### src/rtl/instruction_decoder.sv
// Opcode decoder: 4-bit opcode to one-hot strobes {load,add,bitand,sub,input_out,output_out,jump,jump_cond}.
// Latency 1 cycle, registered outputs; the optional illegal flag is built when DECODER_ILLEGAL_FLAG_EN is defined.
// No backpressure: en=0 holds the outputs, and sync active-high rst clears them with priority over en.
module instruction_decoder #(
    parameter int N_BITS = 4
) (
    input  logic              clk,
    input  logic              rst,
    input  logic              en,
    input  logic [N_BITS-1:0] a_in,
    output logic              load,
    output logic              add,
    output logic              bitand,
    output logic              sub,
    output logic              input_out,
    output logic              output_out,
    output logic              jump,
    output logic              jump_cond
`ifdef DECODER_ILLEGAL_FLAG_EN
    ,
    output logic              illegal
`endif
);

    logic [7:0] strobes_d;
    logic [7:0] strobes_q;

    // Case items are compared with 4-state equality, so any X/Z opcode falls to the default (invalid).
    always_comb begin
        strobes_d = 8'b0000_0000;
        case (a_in)
            4'b0000: strobes_d = 8'b1000_0000;
            4'b0100: strobes_d = 8'b0100_0000;
            4'b0001: strobes_d = 8'b0010_0000;
            4'b0110: strobes_d = 8'b0001_0000;
            4'b1010: strobes_d = 8'b0000_1000;
            4'b1110: strobes_d = 8'b0000_0100;
            4'b1000: strobes_d = 8'b0000_0010;
            4'b1001: strobes_d = 8'b0000_0001;
            default: strobes_d = 8'b0000_0000;
        endcase
    end

    always_ff @(posedge clk) begin
        if (rst) begin
            strobes_q <= 8'b0000_0000;
        end else if (en) begin
            strobes_q <= strobes_d;
        end
    end

    assign load       = strobes_q[7];
    assign add        = strobes_q[6];
    assign bitand     = strobes_q[5];
    assign sub        = strobes_q[4];
    assign input_out  = strobes_q[3];
    assign output_out = strobes_q[2];
    assign jump       = strobes_q[1];
    assign jump_cond  = strobes_q[0];

`ifdef DECODER_ILLEGAL_FLAG_EN
    logic illegal_d;
    logic illegal_q;

    // Derived from the decoded strobes so the flag can never disagree with them.
    assign illegal_d = (strobes_d == 8'b0000_0000);

    always_ff @(posedge clk) begin
        if (rst) begin
            illegal_q <= 1'b0;
        end else if (en) begin
            illegal_q <= illegal_d;
        end
    end

    assign illegal = illegal_q;
`endif

endmodule

### config.mk
export PLATFORM = sky130hd
export DESIGN_NAME = instruction_decoder
export DESIGN_NICKNAME = d
export VERILOG_FILES = /design/src/rtl/instruction_decoder.sv
export SDC_FILE = /design/constraint.sdc
export NUM_CORES = 1
export LEC_CHECK = 0
export ABC_CLOCK_PERIOD_IN_PS = 2400
export CORE_AREA = 3 3 40 42
export DETAILED_ROUTE_END_ITERATION = 10
export DIE_AREA = 0 0 43 45
export GPL_TIMING_DRIVEN = 1
export MAX_ROUTING_LAYER = met4
export PLACE_DENSITY = 0.58
export REMOVE_ABC_BUFFERS = 1
export SYNTH_ARGS = -nofsm -noshare
export SYNTH_HDL_FRONTEND = slang
export SYNTH_SLANG_ARGS = --single-unit
### constraint.sdc
create_clock -name clk -period 2.4 [get_ports clk]
set_input_delay 0.48 -clock clk [delete_from_list [all_inputs] [get_ports clk]]
set_output_delay 0.48 -clock clk [all_outputs]
set_load 0.01 [all_outputs]
==> metrics.md <==
| Metric | Value |
|---|---|
| Status | `finished clean` |
| CTS buffer count | `3` |
| Via count | `318` |
| CTS tree | `done` |
| Post-DP HPWL | `573 um` |
| Final WL | `747 um` |
| Routed len/inst | `between 10 and 15 um` |
| I/O Pins | `15` |
| WHS Endpoint | `strobes_q[2]` |
| Pre-CTS setup slack | `0.554 ns` |
| Most frequent cells in the layout | `clkdlybuf4s50_1 (14), dfxtp_1 (8), inv_1 (5)` |
| Power share of the clock group | `37.5%` |
| Clock root buffer | `clkbuf_4` |
| Final setup margin | `around 0.80 ns` |
| Tcrit/Tclk final | `66.5%` |
| P per Cell Area | `508 nW/um^2` |
| Largest cells by area after synthesis | `dfxtp_1 (45%), o32ai_1 (7.4%), a32o_1 (5.7%)` |
| Synthesized area | `353 um^2` |
| Initial core utilization | `between 20% and 30%` |
| Worst-Skew Late Latency | `0.24 ns` |
| Seq/Total Area, Yosys | `a little under half` |
| Pin count of the biggest net entering global routing | `13` |
| Cells on worst reg2reg path | `2` |
| Drt pass-1 iters | `3` |
| Drc violations | `0` |
| GRT Total Usage | `under 10%` |
| Worst Tran Pin Value | `0.378 ns` |
| Fin. Hold Viols | `0` |
| Hold Slack | `0.475 ns` |
| Mapped Cells | `34` |
| Grt ovf | `0` |
| Post-synth top area cell | `dfxtp_1` |
| Reg-to-reg slack, setup | `1.48 ns` |
| Setup bufs post-CTS | `0` |
| Largest register FFs | `8` |
| Total Power | `0.271 mW` |
| Finished layout cell area | `533 um^2` |
| Worst Setup End Kind | `flip-flop` |
| Max Fanout on Critical Path | `12` |
| Top Registers | `strobes_q x8` |
| Startpoint type of the worst setup path | `input port` |
| Leak pwr | `0.188 nW` |
| Die H | `45 um` |
| Area delta synth->final | `51.1%` |
| Logic gate share of total power | `12.4%` |
| Cts repair resizes | `0` |
| Max-slew headroom | `74.7%` |
| FF+latch count, synth | `8` |
| Post-route ant nets | `0` |
| Number of clock sinks | `8` |
| Hold_buf cts | `0` |
| Gpl congestion | `0.679` |
| Synth top area share | `45.4%` |
| Layout Utilization | `41.5%` |
| Initial DRC Count | `6` |
| Max Cap Viol | `0` |
| VDD IR max | `roughly 220 uV` |
| Nets | `59` |
| RSZ-0062 raised after global routing | `no` |
| Critical R2R Launch | `strobes_q[7]` |
| Dpl cell area | `510 um^2` |
| Number of port buffers | `14` |
| Hold Path Depth | `2` |
| YS warnings | `0` |
| Vias in the first global route | `292` |
| Hold_sp | `strobes_q[2]` |
| Final Critical Period | `1.60 ns` |
| Cell internal pwr | `0.211 mW` |
| Setup TNS | `0 ns` |
| Critical path class | `in -> reg` |
| CORE AREA | `1280 um^2` |
| Clock Pin Slew Worst Setup and Hold Paths | `0.06 ns` |
| Vias/cell | `4.89` |
| Leading cell type in the layout, fill and taps excluded | `clkdlybuf4s50_1` |
| Clk buf depth | `2` |
| Htree depth | `1` |
| Synthesized area per cell | `10.4 um^2` |
| Register share of total power | `50.1%` |
| Reg2reg end | `strobes_q[7]` |
| Max Clk Rate | `627 MHz` |
| Post-Place Cells | `62` |
| Initial antenna violation count | `0` |
| P_sw | `around 0.060 mW` |
| Sw Ratio | `between 20 and 25%` |
| Most flop-heavy register | `strobes_q` |
| Post-route clock skew | `0 ns` |
| First-pass GRT wire length | `around 1.2 mm` |
| Final Non-Filler Cells | `65` |
| Share of layout cells above drive strength 1 | `14.0%` |
| Hold Path Class | `reg -> reg` |
| Row count | `13` |
| Final setup vio count | `0` |
| Die ar. | `1940 um^2` |
| CP Data Required Time | `2.54 ns` |
| Number of diodes | `0` |
| Die Wd | `between 40 and 50 um` |
| Arrival @ worst endpoint | `~1.7 ns` |
| Unique cell type count in the Yosys netlist | `18` |
| Final max-slew violation count | `0` |
cells by family after synthesis:
logic type / synth area share, %
buffers and inverters: 7.80
flip-flops: 45.4
AO/OA/AOI/OAI: 21.6
AND/OR/NAND/NOR: 25.2
how the worst max path moves through the flow:
stage | start | to | slack (ns)
finish | rst | strobes_q[0] | 0.80
detailed placement | rst | strobes_q[1] | 0.55
CTS | strobes_q[1] | jump | 0.79
global route | strobes_q[4] | sub | 0.76
floorplan | a_in[3] | strobes_q[7] | 1.15
global placement | rst | strobes_q[0] | 0.57
critical path, stage by stage:
cell and delay (ns):
clkdlybuf4s50_1 0.70, and4bb_1 0.30, a32o_1 0.26
synth_stat cells:
cell       number
dfxtp_1         8
inv_1           5
nand2b_1        3
o32ai_1         3
a32o_1          2
a31o_1          1
and4bb_1        1
buf_2           1
clkbuf_1        1
nand2_1         1
nand4bb_1       1
nor2_1          1
nor3b_1         1
o31ai_2         1
o41ai_1         1
or3b_1          1
or3b_2          1
or4b_4          1
area by class of cell:
| type | instances | area, um^2 |
|---|---|---|
| fillers | 140 | 752 |
| multi-input cells | 19 | 165 |
| flip-flops and latches | 8 | 160 |
| repair buffers | 15 | 148 |
| clock buffers | 3 | 22.5 |
| inverters | 5 | 18.8 |
| well taps | 15 | 18.8 |
power by group through the flow:
stage / clock network, mW / logic (mW) / registers [mW]
after CTS: 0.107 / 0.0336 / 0.136
after global placement: 0 / 0.0339 / 0.139
final: 0.102 / 0.0336 / 0.136
after global routing: 0.112 / 0.0361 / 0.136
after detailed placement: 0 / 0.0335 / 0.139
after floorplan: 0 / 0.00906 / 0.140
per-layer routing:
layer	routed length, um	global-route usage, %
met2	337	12.3
met5	0	-
met4	12	9.04
met3	59	3.19
met1	338	10.2
Power figures use the tool's default switching activity.
